**src/rtl/latealu_pkg.sv**
```systemverilog
// rtl/latealu_pkg.sv - opcodes, request layout and writeback states for the late-ALU issue controller
package latealu_pkg;

  localparam logic [5:0] OP_NOP  = 6'd0;
  localparam logic [5:0] OP_SRL  = 6'd2;
  localparam logic [5:0] OP_SRA  = 6'd3;
  localparam logic [5:0] OP_MULT = 6'd4;
  localparam logic [5:0] OP_MTHI = 6'd5;
  localparam logic [5:0] OP_MTLO = 6'd6;
  localparam logic [5:0] OP_MFHI = 6'd7;
  localparam logic [5:0] OP_MFLO = 6'd8;

  localparam int REQ_W = 75;

  typedef struct packed {
    logic [5:0]  op;
    logic [31:0] a0;
    logic [31:0] a1;
    logic [4:0]  dst;
  } req_t;

  typedef enum logic [1:0] {
    ST_IDLE    = 2'd0,
    ST_CAP_ALU = 2'd1,
    ST_CAP_HI  = 2'd2,
    ST_CAP_LO  = 2'd3
  } wb_state_e;

endpackage

```
**src/rtl/latealu_req_fifo.sv**
```systemverilog
// rtl/latealu_req_fifo.sv - 2-entry request FIFO with flush, full and empty flags
module latealu_req_fifo
  import latealu_pkg::*;
(
  input  logic             clk,
  input  logic             rst,
  input  logic             flush,
  input  logic             push,
  input  logic             pop,
  input  logic [REQ_W-1:0] wdata,
  output logic [REQ_W-1:0] rdata,
  output logic             full,
  output logic             empty
);

  logic [REQ_W-1:0] mem [2];
  logic             rd_ptr;
  logic             wr_ptr;
  logic [1:0]       count;
  logic             push_ok;
  logic             pop_ok;

  assign full    = (count == 2'd2);
  assign empty   = (count == 2'd0);
  assign push_ok = push & ~full & ~flush;
  assign pop_ok  = pop & ~empty & ~flush;
  assign rdata   = mem[rd_ptr];

  always_ff @(posedge clk or negedge rst) begin
    if (!rst) begin
      rd_ptr <= 1'b0;
      wr_ptr <= 1'b0;
      count  <= 2'd0;
    end else if (flush) begin
      rd_ptr <= 1'b0;
      wr_ptr <= 1'b0;
      count  <= 2'd0;
    end else begin
      if (push_ok) wr_ptr <= ~wr_ptr;
      if (pop_ok)  rd_ptr <= ~rd_ptr;
      count <= count + {1'b0, push_ok} - {1'b0, pop_ok};
    end
  end

  // Payload needs no reset: it is only observed while count says it is valid.
  always_ff @(posedge clk) begin
    if (push_ok) mem[wr_ptr] <= wdata;
  end

endmodule

```
**src/rtl/pipeline_latealu_ctl.sv**
```systemverilog
// rtl/pipeline_latealu_ctl.sv - late-ALU issue controller: request buffering, HI/LO hazard stall, writeback capture
module pipeline_latealu_ctl
  import latealu_pkg::*;
#(
  parameter int MULT_LAT = 1
) (
  input  logic        clk,
  input  logic        rst,
  input  logic        flush,
  input  logic        in_valid,
  output logic        in_ready,
  input  logic [5:0]  in_op,
  input  logic [31:0] in_a0,
  input  logic [31:0] in_a1,
  input  logic [4:0]  in_dst,
  output logic [5:0]  alu_op,
  output logic [31:0] alu_a0,
  output logic [31:0] alu_a1,
  input  logic [31:0] alu_result,
  input  logic [31:0] alu_hi,
  input  logic [31:0] alu_lo,
  output logic        wb_valid,
  output logic [4:0]  wb_dst,
  output logic [31:0] wb_data
);

  req_t      in_req;
  req_t      head;
  logic      full;
  logic      empty;
  logic      head_is_mf;
  logic      head_is_hilo_wr;
  logic      issue;
  logic [2:0] hilo_cnt;
  logic [4:0] cap_dst;
  wb_state_e state;
  wb_state_e state_nxt;

  assign in_req = {in_op, in_a0, in_a1, in_dst};

  latealu_req_fifo u_fifo (
    .clk   (clk),
    .rst   (rst),
    .flush (flush),
    .push  (in_valid & ~full),
    .pop   (issue),
    .wdata (in_req),
    .rdata (head),
    .full  (full),
    .empty (empty)
  );

  assign in_ready        = ~full;
  assign head_is_mf      = (head.op == OP_MFHI) || (head.op == OP_MFLO);
  assign head_is_hilo_wr = (head.op == OP_MULT) || (head.op == OP_MTHI) || (head.op == OP_MTLO);
  // Unknown opcodes still pop here; they simply never reach the ALU or writeback.
  assign issue           = ~empty & ~flush & ~(head_is_mf & (hilo_cnt != 3'd0));

  always_comb begin
    alu_op = OP_NOP;
    if (issue && head.op >= OP_SRL && head.op <= OP_MTLO) alu_op = head.op;
  end

  assign alu_a0 = empty ? 32'd0 : head.a0;
  assign alu_a1 = empty ? 32'd0 : head.a1;

  always_ff @(posedge clk or negedge rst) begin
    if (!rst) begin
      hilo_cnt <= 3'd0;
    end else if (issue && head_is_hilo_wr) begin
      hilo_cnt <= 3'(MULT_LAT - 1);
    end else if (hilo_cnt != 3'd0) begin
      hilo_cnt <= hilo_cnt - 3'd1;
    end
  end

  always_ff @(posedge clk or negedge rst) begin
    if (!rst) begin
      state   <= ST_IDLE;
      cap_dst <= 5'd0;
    end else begin
      state <= state_nxt;
      if (issue) cap_dst <= head.dst;
    end
  end

  // The next capture depends only on what issues now, so CAP states chain back to back.
  always_comb begin
    state_nxt = ST_IDLE;
    if (issue) begin
      case (head.op)
        OP_SRL, OP_SRA: state_nxt = ST_CAP_ALU;
        OP_MFHI:        state_nxt = ST_CAP_HI;
        OP_MFLO:        state_nxt = ST_CAP_LO;
        default:        state_nxt = ST_IDLE;
      endcase
    end
  end

  always_ff @(posedge clk or negedge rst) begin
    if (!rst) begin
      wb_valid <= 1'b0;
      wb_dst   <= 5'd0;
      wb_data  <= 32'd0;
    end else begin
      wb_valid <= (state != ST_IDLE);
      case (state)
        ST_CAP_ALU: begin
          wb_dst  <= cap_dst;
          wb_data <= alu_result;
        end
        ST_CAP_HI: begin
          wb_dst  <= cap_dst;
          wb_data <= alu_hi;
        end
        ST_CAP_LO: begin
          wb_dst  <= cap_dst;
          wb_data <= alu_lo;
        end
        default: ;
      endcase
    end
  end

endmodule

```
**config.mk**
```make
export PLATFORM = sky130hd
export DESIGN_NAME = pipeline_latealu_ctl
export DESIGN_NICKNAME = d
export VERILOG_FILES = /design/src/rtl/latealu_pkg.sv /design/src/rtl/latealu_req_fifo.sv /design/src/rtl/pipeline_latealu_ctl.sv
export SDC_FILE = /design/constraint.sdc
export NUM_CORES = 1
export LEC_CHECK = 0
export ABC_AREA = 1
export BUFFER_PORTS_ARGS = -buffer_cell sky130_fd_sc_hd__buf_2
export CORE_MARGIN = 2
export CORE_UTILIZATION = 54
export DETAILED_ROUTE_END_ITERATION = 12
export PLACE_DENSITY = 0.85
export SYNTH_ARGS = -nofsm -noshare
export SYNTH_HDL_FRONTEND = slang
export SYNTH_SLANG_ARGS = --single-unit
```
**constraint.sdc**
```tcl
create_clock -name clk -period 11.2 [get_ports clk]
set_input_delay 1.12 -clock clk [delete_from_list [all_inputs] [get_ports clk]]
set_output_delay 1.12 -clock clk [all_outputs]
set_load 0.02 [all_outputs]
```
== After elaboration in Yosys (flattened, before gate mapping) ==
Memories as Yosys holds them, arrays and structs flattened.
Index checks and enable logic that the tools add are counted.
Widths: inputs -> output; s select.
Storage, ports and cells
  bits in registers: 52
  memory bits (writable): 150
  bits of input ports: 175
  output and inout port bits: 109
  word-level logic and storage cells: 70
  memories kept: 1
Operators by class
  add/sub/neg operators: 3
  magnitude comparators: 2
  eq/ne operators: 11
  mux-type cells: 15
  bitwise gates (word level): 14
  reductions and logical operators: 15
Memory list
  u_fifo.mem: words 2, bits a word 75, rd ports 1, clocked after memory_dff 0, write ports 1, RTL line latealu_req_fifo.sv:16  | logic [REQ_W-1:0] mem [2];
Operator list (number)
  $pmux 32 s3: 1
  $mux 32: 2
  $eq 6x3->1 const B: 4
  $eq 6x2->1 const B: 2
  $and 1x1->1: 8
  $reduce_bool 2->1: 4
  $eq 2x2->1 const B: 3
  $eq 6x4->1 const B: 1
  $ge 6x2->1 const B: 1
  $le 6x3->1 const B: 1
  $mux 1: 6
  $mux 3: 2
  $mux 6: 1
  $not 1->1: 6
  $pmux 2 s3: 1
  $reduce_bool 3->1: 2
  $mux 2: 2
  $logic_and 1x1->1: 3
  $logic_or 1x1->1: 3
  $reduce_or 3->1: 1
  $sub 3x1->3 const B: 1
  $add 2x1->2: 1
  $eq 2x1->1 const B: 1
  $logic_not 2->1: 1
  2 further kinds: 2

== Longest topological paths before layout ==
Gate-level depths: netlist of the first run.
An unclocked memory read counts as a cell.
  depth in word-level cells: 10
  gate-level depth with buffers: 16
  depth with buffers taken out: 15

== Modules after synthesis ==
From an unflattened synthesis of the first run, not the netlist that was laid out.
Unflattened totals
  cells, all modules: 882
  area total of the unflattened synthesis: 8699.6 um2
By module, submodules not included
  latealu_req_fifo: instances 1, cells each 430, area each 5731.7 um2, seq. area each 4604.4 um2
  pipeline_latealu_ctl: instances 1, cells each 452, area each 2967.8 um2, seq. area each 1201.2 um2

== Least setup slack after synthesis of the first run ==
No wires, ideal clock.
  path type: input to register
  from: input in_valid
  to: memory u_fifo.mem[0][0], enable pin
  library setup time: 0.509 ns
  arrival: 4.523 ns
  data required time: 10.691 ns
  setup slack: 6.168 ns
  cell stages on the path: 4
  buffers on the path: 0
  path through: nand2_1 nor2_1 inv_1 nor2_1
On the way
  word-level cells in the longest chain between the ends: 5
RTL lines
  start: declaration: RTL line pipeline_latealu_ctl.sv:10  | input logic in_valid,
  $and 1x1->1: RTL line pipeline_latealu_ctl.sv:45  | .push (in_valid & ~full),
  $and 1x1->1 (2 in series): RTL line latealu_req_fifo.sv:25  | assign push_ok = push & ~full & ~flush;
  $mux 1: RTL line latealu_req_fifo.sv:47  | if (push_ok) mem[wr_ptr] <= wdata;
  $mux 1 (not written as such): RTL line latealu_req_fifo.sv:47
  end: declaration: RTL line latealu_req_fifo.sv:16
No other way between the ends.

== Final worst setup path of the first run ==
  from: register u_fifo.rd_ptr
  to: output alu_op[1]
On the way
  word-level cells in the longest chain between the ends: 9
  elaborated cells on any way between the ends: 12
  those cells by class: order compare: 2; eq/ne: 2; mux: 1; bitwise: 3; reduce/logical: 3; memory: 1
RTL lines
  start: declaration: RTL line latealu_req_fifo.sv:17  | logic rd_ptr;
  start signal: assignment: RTL line latealu_req_fifo.sv:40  | if (pop_ok) rd_ptr <= ~rd_ptr;
  $mem_v2 2x75 (*)
  $eq 6x3->1 / $eq 6x4->1 (equally long branches): RTL line pipeline_latealu_ctl.sv:54  | assign head_is_mf = (head.op == OP_MFHI) || (head.op == OP_MFLO);
  $logic_or 1x1->1: RTL line pipeline_latealu_ctl.sv:54
  $and 1x1->1: RTL line pipeline_latealu_ctl.sv:57  | assign issue = ~empty & ~flush & ~(head_is_mf & (hilo_cnt != 3'd0));
  $not 1->1: RTL line pipeline_latealu_ctl.sv:57
  $and 1x1->1: RTL line pipeline_latealu_ctl.sv:57
  $logic_and 1x1->1 (2 in series): RTL line pipeline_latealu_ctl.sv:61  | if (issue && head.op >= OP_SRL && head.op <= OP_MTLO) alu_op = head.op;
  $mux 6 (*): RTL line pipeline_latealu_ctl.sv:61
  end: declaration: RTL line pipeline_latealu_ctl.sv:16  | output logic [5:0] alu_op,
Mark *: on every way between the ends. The rest lies on a longest branch, timed or not.

==> results of run 1 <==
path summary, 6_finish.rpt:
check / start / end / slack (ns)
setup / recovery: u_fifo.rd_ptr / alu_op[1] / 6.79
hold / removal: cap_dst[2] / cap_dst[2] / 0.47
setup reg to reg: u_fifo.rd_ptr / u_fifo.count[1] / 7.87
hold reg to reg: cap_dst[2] / cap_dst[2] / 0.47
max in group asynchronous: rst / u_fifo.rd_ptr / 9.97
min in group asynchronous: rst / u_fifo.wr_ptr / 0.75
per-layer routing:
layer	share of wire [%]	GRT usage, %	up-vias
li1	-	-	3091
met2	50	42.9	352
met3	9.9	6.49	59
met1	37	28.8	3023
met4	3.7	9.18	2
met5	0.063	0	-
per-stage QoR:
step                      total power, mW  worst slack [ns]  util, %  cells
after floorplan                      1.58              6.17        -    756
after global placement               1.89              7.30     64.8   1186
after detailed placement             1.90              7.28     64.8   1186
after CTS                            2.58              6.75     69.4   1226
after global routing                 2.69              6.48     69.4   1228
final                                2.56              6.79     69.4   1230
report_power, final:
group / internal (mW) / switching, mW
sequential: 0.940 / 0.0609
clock: 0.403 / 0.271
combinational: 0.261 / 0.627
total: 1.60 / 0.959
sequential cells by signal (all words and copies together) (netlist names):
| register | flops |
|---|---|
| u_fifo.mem | 150 |
| wb_dst | 5 |
| u_fifo.rd_ptr | 1 |
| wb_valid | 1 |
| hilo_cnt | 3 |
| wb_data | 32 |
| u_fifo.wr_ptr | 1 |
| u_fifo.count | 2 |
| cap_dst | 5 |
| state | 2 |
worst reg2reg max path, stage by stage (launching register included):
cell and delay [ns]:
dfrtp_2 0.33, buf_4 0.64, inv_4 0.52, nand2_1 0.20
nand2_1 0.08, nor2_1 0.20, nand3_1 0.15, nand2_2 0.13
nand2_4 0.10, nand2_4 0.12, inv_2 0.06, ha_1 0.27
inv_1 0.04, ha_1 0.20, xor2_1 0.15, nor2_1 0.05
cells by family (layout without fill, tap and decap cells):
group | Yosys count | after routing | share of synthesized area (%)
DFF | 202 | 202 | 70.6
AOI/OAI and AO/OA | 131 | 131 | 8.46
xor gates and xnor gates | 4 | 4 | 0.426
adders and majority gates | 4 | 4 | 0.608
and+or+nand+nor | 339 | 339 | 16.0
other | 1 | 7 | 0.0456
buffers and inverters | 73 | 355 | 3.88
Yosys cell counts (3+ instances only):
master / number / area, um2
a21oi_1: 97 / 485
a31oi_1: 32 / 200
buf_1: 6 / 22.5
buf_2: 7 / 35.0
buf_4: 3 / 22.5
buf_6: 3 / 33.8
clkbuf_1: 25 / 93.8
dfrtp_1: 52 / 1300
edfxtp_1: 150 / 4500
ha_1: 4 / 50.1
inv_1: 26 / 97.6
nand2_1: 273 / 1020
nand3_1: 10 / 50.1
nor2_1: 48 / 180
layout make-up:
class / count / area, um2 / share of cell area, %
clock buffers: 34 / 657 / 6.29
inverters: 29 / 111 / 1.07
diodes: 4 / 10.0 / 0.0959
multi-input cells: 481 / 2140 / 20.5
flip-flops and latches: 202 / 5810 / 55.6
clock inverters: 6 / 33.8 / 0.324
well taps: 188 / 235 / 2.25
repair buffers: 286 / 1450 / 13.9
==> results.txt, run 1 <==
Worst-Margin Slew: 1.27 ns
# H-tree levels: 1
status: finished clean
Cell variety after synth: 26
Crit Path Class: flop to primary output
Leak: 4.66 nW
vias per cell: 5.31
total global-route track usage: 24.4%
hold buffer count at CTS: 0
total grt overflow: 0
Netlist Area Pre-Place: 8230 um2
Mapped Avg Cell Area: 10.9 um2
Resized cells post-CTS: 0
Cell Pwr Density: 246 nW/um2
hpwl dp: 13600 um
logic depth of the worst path, buffers included: 12
Mapped Cells: 754
Final Cycle Share: 39.3%
Sink Count: 202
fillers: 1060
share of cells above drive strength 1: 31.9%
first-pass GRT wire length: 31000 um
routability congestion estimate: 0.791
sequential share of the synthesized area: 70.6%
Vert. Die Dim: 127 um
max-cap viol count: 0
Setup crit start kind: flop
# setup viols final: 0
largest stage delay on the critical path: 0.64 ns
Max Fclk: 227 MHz
area grow syn2layout: 26.8%
Synth Register Bits: 202
commonest non-fill, non-tap cell in the layout: buf_2
Initial DRC Count: 421
Post-Place Cell Area: 9740 um2
normalized max-slew margin: 15.5%
CTS Root Cell: clkbuf_16
CTS clk-pin slew, worst paths: 0.06 ns
synth warn: 0
Final Skew: 0.00770 ns
DRC: 0
Final Hold Slack: 0.475 ns
via count: 6527
CP Cell Sequence: buf_4, inv_4, nand2_1, nand2_1, nor2_1, nand2_1, nor2_2, inv_2, nand2_1, nand3_1, nor2_1, buf_2
Core Rows: 45
maximum clock insertion buffer count: 3
Final Hold Viols: 0
cells on worst reg2reg path: 15
port bufs: 280
CP Capture Type: primary output
Tmin final: 4.41 ns
Initial DRT Pass Iterations: 5
Clock Latency Late Sink: 0.49 ns
design area: 10400 um2
maximum vdd drop: 215 uV
Post-synth ARST share: 25.7%
Setup Fix Bufs, Post-CTS: 0
CTS buffer count: 22
largest net degree at the start of global routing: 81
initial antenna violation count: 4
most used cell, CP: nand2_1
final WL: 20700 um
commonest cells after routing, fill and taps aside: buf_2, nand2_1, edfxtp_1
slowest library cell on the worst path: buf_4
WHS Path Cells: 2
setup TNS: 0 ns
RSZ-0062 raised after global routing: no
count of nets after finishing: 1201
prevailing post-synth register cell: edfxtp_1
Hold Crit Class: flop to flop
CP bufs+invs: 4
Die X: 127 um
io pins: 284
vias in the first global route: 6264
delay-heaviest family, CP: buffers and inverters
Critical Path RT: 10.08 ns
Die Area: 16200 um2
Data arrival, critical path: 3.29 ns
EDFF count, synth: 150
TritonCTS clock tree: done
core area: 15000 um2
crit-path max FO: 80
post-route ant nets: 0
starting density of the core: 54.7%
WL per Instance: 16.8 um
Slew Limit Fails: 0
(Power assumes the default switching activity.)
==> run 2: changes to the inputs <==
Settings changed: ABC_AREA 1 to 0, CORE_UTILIZATION 54 to 50, PLACE_DENSITY 0.85 to 0.8.
Clock period 11.2 ns to 4.2 ns, I/O delays scaled along.
==> run 2 against run 1 <==
Net effect: hold slack got worse by 0.36 ns; non-clock buffer count unchanged; wire length decreased by 11%; flip-flop and latch count unchanged; worst setup slack got worse by 5.7 ns; synthesized area decreased by 0.65%; critical endpoint is now alu_op[0].
==> results.txt, run 2 <==
status: finished clean
Comb pwr share: 33.1%
final core occ: 65.7%
most instantiated library cell after synthesis: edfxtp_1
Mapped Cells: 473
Crit Path Class: flop to primary output
first-pass GRT wire length: 29300 um
area grow syn2layout: 28.1%
Sink Count: 202
Final Skew: 0.00595 ns
normalized max-slew margin: 31.1%
Post-synth ARST share: 25.7%
maximum clock insertion buffer count: 3
EDFF count, synth: 150
Seq pwr share: 40.3%
top post-synthesis cells by count: edfxtp_1, nor2_1, mux2i_1
synth warn: 0
Mapped Avg Cell Area: 17.3 um2
Clock Latency Late Sink: 0.49 ns
post-route ant nets: 0
most flop-heavy register: u_fifo.mem
count of nets after finishing: 937
Cell Pwr Density: 638 nW/um2
via count: 5171
WL per Instance: 18.7 um
Vert. Die Dim: 132 um
max-cap viol count: 0
Final Hold Viols: 0
Switch Pwr: 2.30 mW
Data arrival, critical path: 2.68 ns
Initial DRT Pass Iterations: 4
starting density of the core: 51.3%
hpwl dp: 12700 um
Hold Crit Class: input port to flop
top-area cell type share of the netlist area: 55.1%
largest net degree at the start of global routing: 76
Synth Register Bits: 202
prevailing post-synth register cell: edfxtp_1
Leak: 4.41 nW
Slew Limit Fails: 0
Initial DRC Count: 269
pre-CTS WS: 1.20 ns
CP Capture Type: primary output
total grt overflow: 0
TritonCTS clock tree: done
Int Pwr: 4.37 mW
commonest non-fill, non-tap cell in the layout: buf_2
Cell variety after synth: 36
core area: 15900 um2
Final Hold Slack: 0.116 ns
port bufs: 280
Antenna Cells: 0
RSZ-0062 raised after global routing: no
CTS Root Cell: clkbuf_16
Worst-Margin Slew: 1.03 ns
Synth area leaders: edfxtp_1, dfrtp_1, mux4_2
setup TNS: 0 ns
final worst slack: 1.10 ns
vias per cell: 5.23
crit-path max FO: 43
sequential share of the synthesized area: 71.0%
total global-route track usage: 21.0%
design area: 10500 um2
routability congestion estimate: 0.861
post-synth top area cell: edfxtp_1
total power: 6.68 mW
Die X: 132 um
maximum vdd drop: 512 uV
Critical Path RT: 3.78 ns
Non-Filler Instances: 988
Core Rows: 46
commonest cells after routing, fill and taps aside: buf_2, edfxtp_1, nor2_1
Netlist Area Pre-Place: 8170 um2
initial antenna violation count: 1
Die Area: 17400 um2
Sw Share: 34.5%
# placed instances: 949
Final Cycle Share: 73.8%
CTS buffer count: 22
Post-Place Cell Area: 9790 um2
io pins: 284
max FFs per register: 150
DRC: 0
share of cells above drive strength 1: 48.2%
Tmin final: 3.10 ns
top flop regs: u_fifo.mem: 150 flops, wb_data: 32 flops
final WL: 18500 um
# H-tree levels: 1
CTS clk-pin slew, worst paths: 0.06 ns
clock power share: 26.6%
Setup crit start kind: flop
vias in the first global route: 5587
Max Fclk: 323 MHz
# setup viols final: 0
[run 2: cell count changes after synthesis, moves of 29 or more]
cell,before,now
mux2i_1,0,66
mux4_2,0,32
nand2_1,273,3
nor2_1,48,77
a31oi_1,32,0
a21oi_1,97,0
[run 2: worst max-delay path, stage by stage, from the launching register on]
cell and delay (ns):
dfrtp_4 0.80, mux2_2 0.44, nor3_2 0.33, o31ai_4 0.17, nor3_1 0.24, buf_2 0.20
[run 2: layout make-up]
type | count | area, um2
repair buffers | 286 | 1450
multi-input cells | 240 | 2250
fillers | 1145 | 5470
clock buffers | 29 | 598
flip-flops and latches | 202 | 5810
inverters | 6 | 22.5
clock inverters | 9 | 71.3
well taps | 216 | 270
[run 2: power by group through the flow]
stage,Sequential [mW],Combinational [mW],Clock [mW]
after floorplan,2.80,1.35,0
after global placement,2.71,2.19,0
final,2.69,2.21,1.77
after CTS,2.69,2.25,1.82
after detailed placement,2.73,2.23,0
after global routing,2.73,2.37,1.91
[run 2: timing repair]
item	CTS	global route
setup buffers	0	0
gates resized for setup	0	0
hold buffers	1	0
endpoints found under the hold margin	23	0
[run 2: cell families after synthesis]
kind of cell	synth area share [%]
flip-flops	71.0
multiplexers	19.2
AND/OR/NAND/NOR	5.40
buffers and inverters	1.84
AO/OA/AOI/OAI	1.41
adder cells (fa/ha/maj)	0.612
XOR/XNOR	0.429
other	0.0459
[run 2: path summary, 6_finish.rpt]
| path | start | end | slack, ns | cells past startpoint |
|---|---|---|---|---|
| min | in_a1[26] | u_fifo.mem[0][31] | 0.12 | 1 |
| max in group asynchronous | rst | u_fifo.rd_ptr | 2.94 | 3 |
| max | u_fifo.rd_ptr | alu_op[0] | 1.10 | 5 |
| min reg2reg | wb_dst[0] | wb_dst[0] | 0.51 | 1 |
| max reg2reg | u_fifo.rd_ptr | u_fifo.count[1] | 1.23 | 10 |
| min in group asynchronous | rst | wb_data[0] | 0.45 | 2 |
[run 2: routing by layer]
metal	up-vias	part of all wire (%)	wire length [um]	track usage, %
li1	2365	-	-	-
met5	-	0.070	13	0
met1	2503	36	6640	24.2
met2	261	51	9500	37.1
met3	40	10	1890	7.54
met4	2	2.3	422	5.86
==> run 3: changes to the inputs <==
Clock period 4.2 ns to 3.1 ns, I/O delays scaled along.
==> run 3 against run 2 <==
Net effect: global-route usage is 2.1 points higher; sequential share of layout area down 2.7 points; total power rose by 43%; combinational power up 43%; first-iteration DRC count up 20%; worst setup slack lost 0.67 ns.
==> results.txt, run 3 (synthesized netlist as in run 2, its figures left out) <==
status: finished clean
core area: 15900 um2
count of nets after finishing: 977
RSZ-0062 raised after global routing: no
Cell Pwr Density: 868 nW/um2
max FFs per register: 150
Tmin final: 2.67 ns
Setup crit start kind: flop
logic depth of the worst path, buffers included: 6
Die Area: 17400 um2
Clock Latency Late Sink: 0.49 ns
area grow syn2layout: 34.6%
Final Hold Slack: 0.0126 ns
Setup Fix Bufs, Post-CTS: 0
final core occ: 69.0%
maximum vdd drop: 635 uV
Worst-Margin Slew: 0.782 ns
total global-route track usage: 23.1%
starting density of the core: 51.3%
Critical Path RT: 2.79 ns
Final Hold Viols: 0
TritonCTS clock tree: done
most flop-heavy register: u_fifo.mem
via count: 5536
cells on worst reg2reg path: 10
port bufs: 280
crit-path max FO: 13
commonest non-fill, non-tap cell in the layout: buf_2
commonest cells after routing, fill and taps aside: buf_2, edfxtp_1, nor2_1
fillers: 1066
Leak: 4.65 nW
largest net degree at the start of global routing: 76
# placed instances: 954
Critical Path Source: u_fifo.rd_ptr
pre-CTS WS: 0.666 ns
DRC: 0
routability congestion estimate: 0.955
WHS Path Cells: 1
design area: 11000 um2
R2R Path Start: u_fifo.rd_ptr
HP Start: in_a1[30]
initial antenna violation count: 3
share of cells above drive strength 1: 46.9%
Initial DRT Pass Iterations: 5
CTS clk-pin slew, worst paths: 0.06 ns
CTS buffer count: 22
CP bufs+invs: 2
Slew Limit Fails: 0
Die X: 132 um
Crit Path Class: flop to primary output
CP Capture Type: primary output
largest stage delay on the critical path: 0.49 ns
Sink Count: 202
Hold Crit Class: input port to flop
Post-Place Cell Area: 9850 um2
Resized cells post-CTS: 0
total power: 9.55 mW
post-route ant nets: 0
max-cap viol count: 0
setup TNS: 0 ns
hpwl dp: 13400 um
delay-heaviest family, CP: simple AND/OR/NAND/NOR gates
Max Fclk: 375 MHz
vias in the first global route: 5825
WL per Instance: 20.4 um
first-pass GRT wire length: 31700 um
Initial DRC Count: 322
top flop regs: u_fifo.mem: 150 flops, wb_data: 32 flops
final worst slack: 0.433 ns
# H-tree levels: 1
CP Cell Sequence: mux2_2, nor3_2, o31ai_4, buf_4, nor3_1, buf_2
CTS Root Cell: clkbuf_16
# setup viols final: 0
total grt overflow: 0
Final Cycle Share: 86.0%
final WL: 21000 um
Non-Filler Instances: 1032
vias per cell: 5.36
normalized max-slew margin: 47.9%
Vert. Die Dim: 132 um
Core Rows: 46
Final Skew: 0.00939 ns
maximum clock insertion buffer count: 3
Data arrival, critical path: 2.36 ns
slowest library cell on the worst path: dfrtp_4
io pins: 284
-- run 3: cell count changes in the layout (fill, tap and decap cells not counted) --
| cell | delta |
|---|---|
| clkbuf_1 | -1 |
| clkinv_1 | -2 |
| diode_2 | +2 |
| dlygate4sd3_1 | +35 |
| clkbuf_8 | +3 |
| clkinv_2 | -2 |
| clkinv_4 | +2 |
| bufinv_16 | +3 |
| clkinvlp_4 | -2 |
| buf_4 | +3 |
| clkinvlp_2 | +1 |
| buf_12 | +2 |
-- run 3: where the power goes --
| part | internal (mW) | switching, mW | total, mW |
|---|---|---|---|
| logic | 1.17 | 2.00 | 3.17 |
| clock network | 1.76 | 1.02 | 2.78 |
| registers | 3.37 | 0.221 | 3.59 |
-- run 3: worst paths after layout --
kind                                           to  slack (ns)
worst min-delay path            u_fifo.mem[0][35]        0.01
worst max register to register    u_fifo.count[1]        0.64
max in group asynchronous             wb_data[23]        1.90
min in group asynchronous           u_fifo.wr_ptr        0.43
worst min register to register          wb_dst[4]        0.50
worst max-delay path                    alu_op[0]        0.43
-- run 3: layout make-up --
cell class	count	area (um2)	area share, %
antenna	2	5.00	0.0455
clock buffer	31	636	5.78
clock inverter	9	151	1.38
inverter	6	22.5	0.205
multi-input combinational	240	2250	20.4
sequential	202	5810	52.8
tap	216	270	2.46
timing repair buffer	326	1860	16.9
-- run 3: repair_timing --
item	in CTS	in global routing
hold buffers	32	4
hold endpoints to repair	87	5
endpoints found under the setup margin	0	0
-- run 3: metal layers --
metal,vias up,track usage [%],part of all wire (%)
met4,2,6.76,2.8
met3,44,7.34,9.7
met5,-,0,0.062
met2,347,40.0,51
met1,2690,27.9,37
li1,2453,-,-
